$ cat src/rtl/jtag_tap_pkg.sv
// jtag_tap_pkg: TAP state encoding, opcodes and DR selection shared by the TAP controller.
package jtag_tap_pkg;
  localparam int IR_LEN = 4;
  localparam logic [31:0] IDCODE_VALUE = 32'h149511C3;
  localparam logic [IR_LEN-1:0] OPC_IDCODE = 4'b0010;
  localparam logic [IR_LEN-1:0] OPC_DEBUG = 4'b1000;
  localparam logic [IR_LEN-1:0] OPC_BYPASS = 4'b1111;
  localparam logic [IR_LEN-1:0] IR_CAPTURE = 4'b0101;
  typedef enum logic [3:0] {
    EX2_DR   = 4'h0,
    EX1_DR   = 4'h1,
    SH_DR    = 4'h2,
    PAUSE_DR = 4'h3,
    SEL_IR   = 4'h4,
    UPD_DR   = 4'h5,
    CAP_DR   = 4'h6,
    SEL_DR   = 4'h7,
    EX2_IR   = 4'h8,
    EX1_IR   = 4'h9,
    SH_IR    = 4'hA,
    PAUSE_IR = 4'hB,
    RTI      = 4'hC,
    UPD_IR   = 4'hD,
    CAP_IR   = 4'hE,
    TLR      = 4'hF
  } tap_state_e;
  typedef enum logic [1:0] {DR_BYPASS, DR_IDCODE, DR_DEBUG} dr_sel_e;
  // Anything that is not IDCODE or DEBUG falls back to BYPASS, including OPC_BYPASS itself.
  function automatic dr_sel_e decode_ir(input logic [IR_LEN-1:0] ir);
    return ir == OPC_IDCODE ? DR_IDCODE : ir == OPC_DEBUG ? DR_DEBUG : DR_BYPASS;
  endfunction
endpackage

$ cat src/rtl/jtag_tap_fsm.sv
// jtag_tap_fsm: 16-state 1149.1 TAP state machine with combinational state decodes.
module jtag_tap_fsm
  import jtag_tap_pkg::*;
(
  input  logic tck,
  input  logic trst_n,
  input  logic tms,
  output logic test_logic_reset,
  output logic run_test_idle,
  output logic capture_dr,
  output logic shift_dr,
  output logic pause_dr,
  output logic update_dr,
  output logic capture_ir,
  output logic shift_ir,
  output logic update_ir
);
  tap_state_e state, state_nxt;
  always_ff @(posedge tck or negedge trst_n)
    if (!trst_n) state <= TLR;
    else state <= state_nxt;
  always_comb begin
    state_nxt = state;
    case (state)
      TLR:      state_nxt = tms ? TLR : RTI;
      RTI:      state_nxt = tms ? SEL_DR : RTI;
      SEL_DR:   state_nxt = tms ? SEL_IR : CAP_DR;
      CAP_DR:   state_nxt = tms ? EX1_DR : SH_DR;
      SH_DR:    state_nxt = tms ? EX1_DR : SH_DR;
      EX1_DR:   state_nxt = tms ? UPD_DR : PAUSE_DR;
      PAUSE_DR: state_nxt = tms ? EX2_DR : PAUSE_DR;
      EX2_DR:   state_nxt = tms ? UPD_DR : SH_DR;
      UPD_DR:   state_nxt = tms ? SEL_DR : RTI;
      SEL_IR:   state_nxt = tms ? TLR : CAP_IR;
      CAP_IR:   state_nxt = tms ? EX1_IR : SH_IR;
      SH_IR:    state_nxt = tms ? EX1_IR : SH_IR;
      EX1_IR:   state_nxt = tms ? UPD_IR : PAUSE_IR;
      PAUSE_IR: state_nxt = tms ? EX2_IR : PAUSE_IR;
      EX2_IR:   state_nxt = tms ? UPD_IR : SH_IR;
      UPD_IR:   state_nxt = tms ? SEL_DR : RTI;
      default:  state_nxt = TLR;
    endcase
  end
  assign test_logic_reset = state == TLR;
  assign run_test_idle    = state == RTI;
  assign capture_dr       = state == CAP_DR;
  assign shift_dr         = state == SH_DR;
  assign pause_dr         = state == PAUSE_DR;
  assign update_dr        = state == UPD_DR;
  assign capture_ir       = state == CAP_IR;
  assign shift_ir         = state == SH_IR;
  assign update_ir        = state == UPD_IR;
endmodule

$ cat src/rtl/jtag_tap_ctrl.sv
// jtag_tap_ctrl: IEEE 1149.1 TAP with 4-bit IR, IDCODE/BYPASS DRs and a pass-through DEBUG DR port.
module jtag_tap_ctrl
  import jtag_tap_pkg::*;
(
  input  logic tck,
  input  logic trst_n,
  input  logic tms,
  input  logic tdi,
  output logic tdo,
  output logic tdo_oe,
  output logic test_logic_reset,
  output logic run_test_idle,
  output logic capture_dr,
  output logic shift_dr,
  output logic pause_dr,
  output logic update_dr,
  output logic debug_select,
  output logic debug_tdi,
  input  logic debug_tdo
);
  logic capture_ir, shift_ir, update_ir;
  logic [IR_LEN-1:0] ir, ir_sr;
  logic [31:0] id_sr;
  logic bp_sr, dr_tdo;
  dr_sel_e dr_sel;
  jtag_tap_fsm u_fsm (
    .tck(tck),
    .trst_n(trst_n),
    .tms(tms),
    .test_logic_reset(test_logic_reset),
    .run_test_idle(run_test_idle),
    .capture_dr(capture_dr),
    .shift_dr(shift_dr),
    .pause_dr(pause_dr),
    .update_dr(update_dr),
    .capture_ir(capture_ir),
    .shift_ir(shift_ir),
    .update_ir(update_ir)
  );
  assign dr_sel = decode_ir(ir);
  assign debug_select = dr_sel == DR_DEBUG;
  assign debug_tdi = tdi;
  assign dr_tdo = dr_sel == DR_IDCODE ? id_sr[0] : dr_sel == DR_DEBUG ? debug_tdo : bp_sr;
  always_ff @(posedge tck or negedge trst_n)
    if (!trst_n) begin
      ir_sr <= '0;
      id_sr <= '0;
      bp_sr <= 1'b0;
    end else begin
      ir_sr <= capture_ir ? IR_CAPTURE : shift_ir ? {tdi, ir_sr[IR_LEN-1:1]} : ir_sr;
      id_sr <= dr_sel != DR_IDCODE ? id_sr : capture_dr ? IDCODE_VALUE : shift_dr ? {tdi, id_sr[31:1]} : id_sr;
      bp_sr <= dr_sel != DR_BYPASS ? bp_sr : capture_dr ? 1'b0 : shift_dr ? tdi : bp_sr;
    end
  // Falling-edge side: the active IR changes here so the new instruction is stable by the next rise.
  always_ff @(negedge tck or negedge trst_n)
    if (!trst_n) begin
      ir     <= OPC_IDCODE;
      tdo    <= 1'b0;
      tdo_oe <= 1'b0;
    end else begin
      ir     <= test_logic_reset ? OPC_IDCODE : update_ir ? ir_sr : ir;
      tdo    <= shift_ir ? ir_sr[0] : shift_dr ? dr_tdo : 1'b0;
      tdo_oe <= shift_ir | shift_dr;
    end
endmodule

$ cat config.mk
export PLATFORM = sky130hd
export DESIGN_NAME = jtag_tap_ctrl
export DESIGN_NICKNAME = d
export VERILOG_FILES = /design/src/rtl/jtag_tap_pkg.sv /design/src/rtl/jtag_tap_fsm.sv /design/src/rtl/jtag_tap_ctrl.sv
export SDC_FILE = /design/constraint.sdc
export NUM_CORES = 1
export LEC_CHECK = 0
export CAP_MARGIN = 10
export CORE_ASPECT_RATIO = 1.1
export CORE_MARGIN = 3
export CORE_UTILIZATION = 30
export CTS_CLUSTER_DIAMETER = 60
export DETAILED_ROUTE_END_ITERATION = 12
export GPL_ROUTABILITY_DRIVEN = 0
export GPL_TIMING_DRIVEN = 0
export RECOVER_POWER = 50
export SYNTH_ARGS = -nofsm -noshare
export SYNTH_HDL_FRONTEND = slang
export SYNTH_HIERARCHICAL = 1
export SYNTH_SLANG_ARGS = --single-unit
$ cat constraint.sdc
create_clock -name tck -period 2.6 [get_ports tck]
set_input_delay 0.39 -clock tck [delete_from_list [all_inputs] [get_ports tck]]
set_output_delay 0.39 -clock tck [all_outputs]
set_load 0.005 [all_outputs]
# [After elaboration in Yosys (flattened, before gate mapping)]
# Index checks and enable logic that the tools add are counted.
[word_totals] reg_bits=47 input_bits=5 output_inout_bits=10 word_cells=67
[op_classes] eq_ne=20 mux=27 bitwise=3 n_reduce_logical=10
[ops] operator="$mux W32" n=2
[ops] operator="$pmux W4 S12" n=1
[ops] operator="$eq A4 B4 Y1 const B" n=9
[ops] operator="$mux W4" n=5
[ops] operator="$eq A4 B3 Y1 const B" n=4
[ops] operator="$mux W2" n=8
[ops] operator="$eq A4 B2 Y1 const B" n=3
[ops] operator="$mux W3" n=4
[ops] operator="$reduce_bool A2 Y1" n=4
[ops] operator="$mux W1" n=7
[ops] operator="$eq A4 B1 Y1 const B" n=1
[ops] operator="$logic_not A4 Y1" n=1
[ops] operator="$reduce_and A2 Y1" n=2
[ops] operator="$reduce_or A2 Y1" n=2
[ops] operator="$reduce_or A3 Y1" n=1
[ops] operator="$eq A2 B1 Y1 const B" n=1
[ops] operator="$eq A2 B2 Y1 const B" n=1
[ops] operator="$ne A2 B1 Y1 const B" n=1
[ops] operator="$not A1 Y1" n=2
[ops] operator="$or A1 B1 Y1" n=1

# [Longest topological paths before layout]
# Gate-level depths: netlist of the first run.
[depth] depth_word=8 ltp_mapped=9 mapped_depth_nobuf=6

# [Modules after synthesis]
# Netlist of the first run, hierarchy kept.
[modules_own_cells] module="jtag_tap_ctrl" n_inst=1 cells_each=190 area_per_inst_um2=1975.6 seq_area_each_um2=1077.3
[modules_own_cells] module="jtag_tap_fsm" n_inst=1 cells_each=35 area_per_inst_um2=289.0 seq_area_each_um2=105.1

==> results of run 1 <==
-- metal layers --
metal | up-vias | wire length, µm | GRT usage, %
li1 | 838 | - | -
met1 | 791 | 2230 | 17.1
met2 | 12 | 2160 | 18.1
met3 | 4 | 97 | 2.63
met4 | 0 | 61 | 3.49
met5 | - | 0 | 0
-- worst paths after layout --
kind	from	endpoint	slack [ps]
worst max register to register	ir[1]	id_sr[2]	-350
worst min register to register	id_sr[21]	id_sr[21]	480
worst max-delay path	ir[1]	id_sr[2]	-350
max in group asynchronous	trst_n	tdo_oe	440
min in group tck	id_sr[21]	id_sr[21]	480
worst min-delay path	trst_n	ir_sr[1]	260
-- synth_stat cells (2+ instances only) --
cell and number:
o21ai_1 4, dfstp_2 5, nor3_1 4, nand3_1 2, nor2_1 28, mux2i_1 5, o21ai_2 28, nand2_1 37
nor2b_1 4, buf_6 7, o21ai_0 4, dfrtn_1 5, buf_4 2, dfrtp_1 37, a211o_1 3, buf_2 2
clkbuf_1 5, nand2b_1 23
-- timing repair --
action / in CTS / in global routing
gates resized for setup: 30 / 7
endpoints found under the setup margin: 42 / 40
cloned: 1 / 0
buffers inserted: 22 / 2
pin swaps: 5 / 2
-- per-stage QoR --
step           setup TNS (ps)  instances  total power, µW
3_5_place_dp           -11740        325             2170
6_report               -11260        354             2850
4_1_cts                -11390        355             2890
5_1_grt                -13390        354             3090
3_3_place_gp           -29190        324             2140
2_1_floorplan           -8020        225             1900
-- logic make-up after synthesis --
group                     Yosys count  share of synthesized area (%)
and+or+nand+nor                   108                           23.3
muxes                               5                           2.21
xor gates and xnor gates            1                          0.387
AOI/OAI and AO/OA                  47                           16.4
DFF                                47                           52.2
buffers and inverters              17                           5.58
-- placed cells by master, fill, tap and decap left out, types with 2 or more instances in the layout --
cell             instances
nand2b_4                 2
dfrtn_1                  5
clkbuf_1                 6
nor3_1                   3
nor2b_1                  4
a211o_1                  3
nor2_4                   2
buf_4                   21
buf_6                   10
buf_2                    3
o21ai_1                  6
clkdlybuf4s50_1         10
clkbuf_8                 5
o21ai_2                 28
nand2_2                  3
mux2i_1                  5
o21ai_0                  2
buf_8                    2
dfrtp_1                 37
nand2b_1                22
nand3_1                  2
dfstp_2                  5
nor2_1                  25
nand2_1                 34
-- where the power goes --
part,switching [µW],leakage (µW),internal [µW],total (µW)
registers,185,0.000618,991,1180
logic,608,0.000569,645,1250
clock network,233,0.0000475,191,424
total,1030,0.00124,1830,2850
-- state kept, by name, summed over array words and instances (netlist names) --
signal	flops
u_fsm/state	4
tdo_oe	1
bp_sr	1
id_sr	32
ir_sr	4
tdo	1
ir	4
-- cell type report --
type / count / area share, %
tap: 85 / 3.70
timing repair buffer: 40 / 12.0
multi-input combinational: 161 / 36.1
clock inverter: 2 / 0.305
buffer: 12 / 4.05
sequential: 47 / 41.2
clock buffer: 7 / 2.66
==> results.json, run 1 <==
{
  "grt_antenna_before_repair": 0,
  "cts_tree": "done",
  "vias": 1645,
  "io_buffers": 14,
  "cp.depth": 6,
  "routed_via_density": 4.65,
  "arrival_ps": 3130,
  "dp.final_hpwl_um": 2850,
  "drive_above_1_share_pct": 34.6,
  "avgSynthCellArea_um2": 10.1,
  "synth_area_leaders": "dfrtp_1, o21ai_2, nand2b_1",
  "seqCellArea_um2": 1180,
  "report.final.slew_viol_count": 0,
  "synth_area_um2": 2260,
  "cts.path.max_buffers": 2,
  "cap_violations": 0,
  "syn-num-nets": 230,
  "pin_count": 15,
  "die_height_um": 97.1,
  "wl_um": 4550,
  "synth_edf_count": 0,
  "ant_nets": 0,
  "setup_viol": 36,
  "grt_pass1_wl_um": 8220,
  "crit_family": "simple AND/OR/NAND/NOR gates",
  "start_util_pct": 31.6,
  "vdd_drop_max_mv": 0.476,
  "crit_path_top_delay_cell": "dfstp_2",
  "dieArea_um2": 8630,
  "cts_buffers": 5,
  "fin_util_pct": 40.1,
  "drt_iter0_markers": 64,
  "finalClockSkew_ps": 55.8,
  "outcome": "complete, but fails checks",
  "crit_top_cell": "buf_6",
  "required_ps": 2790,
  "postSynthCellCount": 225,
  "async_flop_share_pct": 100,
  "overflow": 0,
  "wl_per_cell_um": 12.8,
  "place_ws_ps": -531,
  "yosys.area.top_type": "dfrtp_1",
  "start_kind": "flip-flop",
  "holdWs_ps": 258,
  "crit_type": "flip-flop to flip-flop",
  "clock-sinks": 47,
  "insertion_delay_ps": 340,
  "multi_input_area_um2": 1040,
  "track_usage_pct": 12.0,
  "yosysSeqAreaShare_pct": 52.2,
  "clk_pin_slew_ps": 80,
  "power.density_nw_per_um2": 993,
  "cpPeakStageDelay_ps": 560,
  "design_area_um2": 2870,
  "grt_pass1_vias": 1745,
  "ctsHoldBuffers": 0,
  "layout_setup_ws_ps": -347,
  "hp-class": "primary input to asynchronous set/reset pin",
  "worstMarginPinSlew_ps": 1040,
  "ys_types": 38,
  "core-area_um2": 7170,
  "fill_cells": 712,
  "max-slew-margin-rel_pct": 30.6,
  "yosysWarnings": 6,
  "first_pass_iters": 4,
  "worst-path-buf-inv": 2,
  "worstPathCellList": "nand2b_1 > or4_4 > buf_6 > buf_6 > nand2_1 > o21ai_2",
  "leakagePower_uw": 0.00124,
  "violations": "negative setup slack",
  "grt_max_degree": 31,
  "antenna_cells": 0,
  "root_buffer": "clkbuf_8",
  "critPathMaxFanout": 10,
  "finalHoldViolCount": 0,
  "dpl_cell_area_um2": 2560,
  "critPathCaptureType": "flip-flop",
  "remaining_drc_errors": 0,
  "rsz0062_at_grt": "true",
  "reg2reg_depth": 6,
  "cts_max_level": 2,
  "yosysTopAreaCellShare_pct": 40.9,
  "fp-row-count": 32,
  "yosys_register_bits": 47,
  "die_w_um": 88.8,
  "synthToLayoutAreaGrowth_pct": 26.9,
  "synth_ff_type": "dfrtp_1",
  "nNetsFinal": 273
}
Note: power is estimated with default switching activity, not from simulation.
==> run 2: changes to the inputs <==
--- a/config.mk
+++ b/config.mk
@@ -13,7 +13,7 @@
 export DETAILED_ROUTE_END_ITERATION = 12
 export GPL_ROUTABILITY_DRIVEN = 0
 export GPL_TIMING_DRIVEN = 0
-export RECOVER_POWER = 50
+export RECOVER_POWER = 100
 export SYNTH_ARGS = -nofsm -noshare
 export SYNTH_HDL_FRONTEND = slang
 export SYNTH_HIERARCHICAL = 1
==> constraint.sdc (replaced) <==
create_clock -name tck -period 2.89 [get_ports tck]
set_input_delay 0.4335 -clock tck [delete_from_list [all_inputs] [get_ports tck]]
set_output_delay 0.4335 -clock tck [all_outputs]
set_load 0.005 [all_outputs]
==> run 2 against run 1 <==
The run ends with max-capacitance violations, max-slew violations, negative setup slack left; clock power is 7.3% lower; sequential power is 13% lower; setup slack better by 160 ps; sequential share of layout area is 1.3 points higher; highest routed layer unchanged.
==> results.json, run 2 (synthesis results as in run 1) <==
{
  "routed_via_density": 4.78,
  "multi_input_area_um2": 1020,
  "grt_pass1_vias": 1567,
  "cts_tree": "done",
  "seqCellArea_um2": 1180,
  "core-area_um2": 7170,
  "fill_cells": 706,
  "die_w_um": 88.8,
  "insertion_delay_ps": 350,
  "top_register": "id_sr",
  "worstMarginPinSlew_ps": 1510,
  "required_ps": 3080,
  "pin_count": 15,
  "comb_power_share_pct": 41.3,
  "p_int_uw": 1530,
  "track_usage_pct": 11.1,
  "place_ws_ps": -451,
  "cts.path.max_buffers": 2,
  "start_util_pct": 31.6,
  "die_height_um": 97.1,
  "synthToLayoutAreaGrowth_pct": 22.9,
  "cts_max_level": 2,
  "crit_type": "flip-flop to flip-flop",
  "vias": 1648,
  "setup_viol": 36,
  "leakagePower_uw": 0.00119,
  "critPathCaptureType": "flip-flop",
  "cts_buffers": 5,
  "drt_iter0_markers": 65,
  "critPathMaxFanout": 10,
  "dieArea_um2": 8630,
  "final_common_cell": "dfrtp_1",
  "clock-sinks": 47,
  "root_buffer": "clkbuf_8",
  "fp-row-count": 32,
  "hp-class": "flip-flop to flip-flop",
  "remaining_drc_errors": 0,
  "p_sw_uw": 889,
  "arrival_ps": 3270,
  "clk_pin_slew_ps": 90,
  "overflow": 0,
  "rsz0062_at_grt": "true",
  "swShare_pct": 36.8,
  "place_inst": 325,
  "layout_setup_ws_ps": -192,
  "finalClockSkew_ps": 56.5,
  "wl_um": 4470,
  "dp.final_hpwl_um": 2850,
  "clkPwrFrac_pct": 16.2,
  "drive_above_1_share_pct": 31.9,
  "violations": "max-capacitance violations, max-slew violations, negative setup slack",
  "grt_max_degree": 26,
  "seqPwrFrac_pct": 42.5,
  "first_pass_iters": 4,
  "ant_nets": 0,
  "io_buffers": 14,
  "antenna_cells": 0,
  "cap_violations": 1,
  "grt_pass1_wl_um": 7580,
  "layout_common_cells": "dfrtp_1, o21ai_2, nor2_1, nand2_1, nand2b_1",
  "fin_cells": 345,
  "max-slew-margin-rel_pct": -0.383,
  "report.final.slew_viol_count": 24,
  "vdd_drop_max_mv": 0.378,
  "holdWs_ps": 484,
  "nNetsFinal": 264,
  "largest_reg_flops": 32,
  "wl_per_cell_um": 13.0,
  "power.density_nw_per_um2": 869,
  "start_kind": "flip-flop",
  "finalHoldViolCount": 0,
  "grt_antenna_before_repair": 0,
  "outcome": "complete, but fails checks"
}
==> run 2: through the flow <==
stage                     util (%)  instance area, µm²  total power, µW  setup TNS [ps]
after floorplan                  -                2270             1670           -3080
after global placement        35.1                2520             1880          -15550
after detailed placement      35.4                2540             1910           -6490
after CTS                     38.1                2730             2420           -5890
after global routing          38.8                2780             2600           -8500
final                         38.8                2780             2420           -6090
==> run 2: path summary, 6_finish.rpt <==
kind / end / cells past startpoint / slack (ps) / startpoint
min in group asynchronous: ir_sr[1] / 1 / 490 / trst_n
min reg2reg: id_sr[7] / 2 / 480 / id_sr[7]
max: id_sr[5] / 6 / -190 / ir[1]
max reg2reg: id_sr[5] / 6 / -190 / ir[1]
max in group asynchronous: ir[0] / 1 / 180 / trst_n
min: id_sr[7] / 2 / 480 / id_sr[7]
==> run 2: critical path, stage by stage (launching register included) <==
cell and delay, ps:
dfstp_2 550, nand2b_1 70, or4_1 410, buf_6 170, buf_6 140, nand2_1 80, o21ai_2 50
==> run 2: power by group through the flow <==
stage	logic (µW)	registers (µW)	clock network (µW)
2_1_floorplan	652	1010	4.33
3_3_place_gp	824	1050	4.33
3_5_place_dp	844	1060	4.33
4_1_cts	978	1030	408
5_1_grt	1110	1060	436
6_report	998	1030	393
==> run 2: timing repair <==
item / in CTS / in global routing
hold buffers: 0 / 0
endpoints found under the setup margin: 41 / 38
endpoints found under the hold margin: 0 / 0
setup buffers: 12 / 3
gates resized for setup: 15 / 13
cloned: 0 / 0
pin swaps: 2 / 2
==> run 2: layer usage <==
| metal | global-route usage [%] | vias up | part of all wire [%] |
|---|---|---|---|
| met5 | 0 | - | 0 |
| met4 | 4.19 | 0 | 1.8 |
| met3 | 2.29 | 8 | 1.6 |
| met2 | 16.9 | 17 | 48 |
| met1 | 15.5 | 805 | 48 |
| li1 | - | 818 | - |
==> run 2: final cells by class <==
cell class	instances	area share [%]
sequential	47	42.5
multi-input combinational	161	36.8
timing repair buffer	30	9.31
buffer	13	4.41
tap	85	3.82
clock buffer	6	2.61
clock inverter	3	0.585
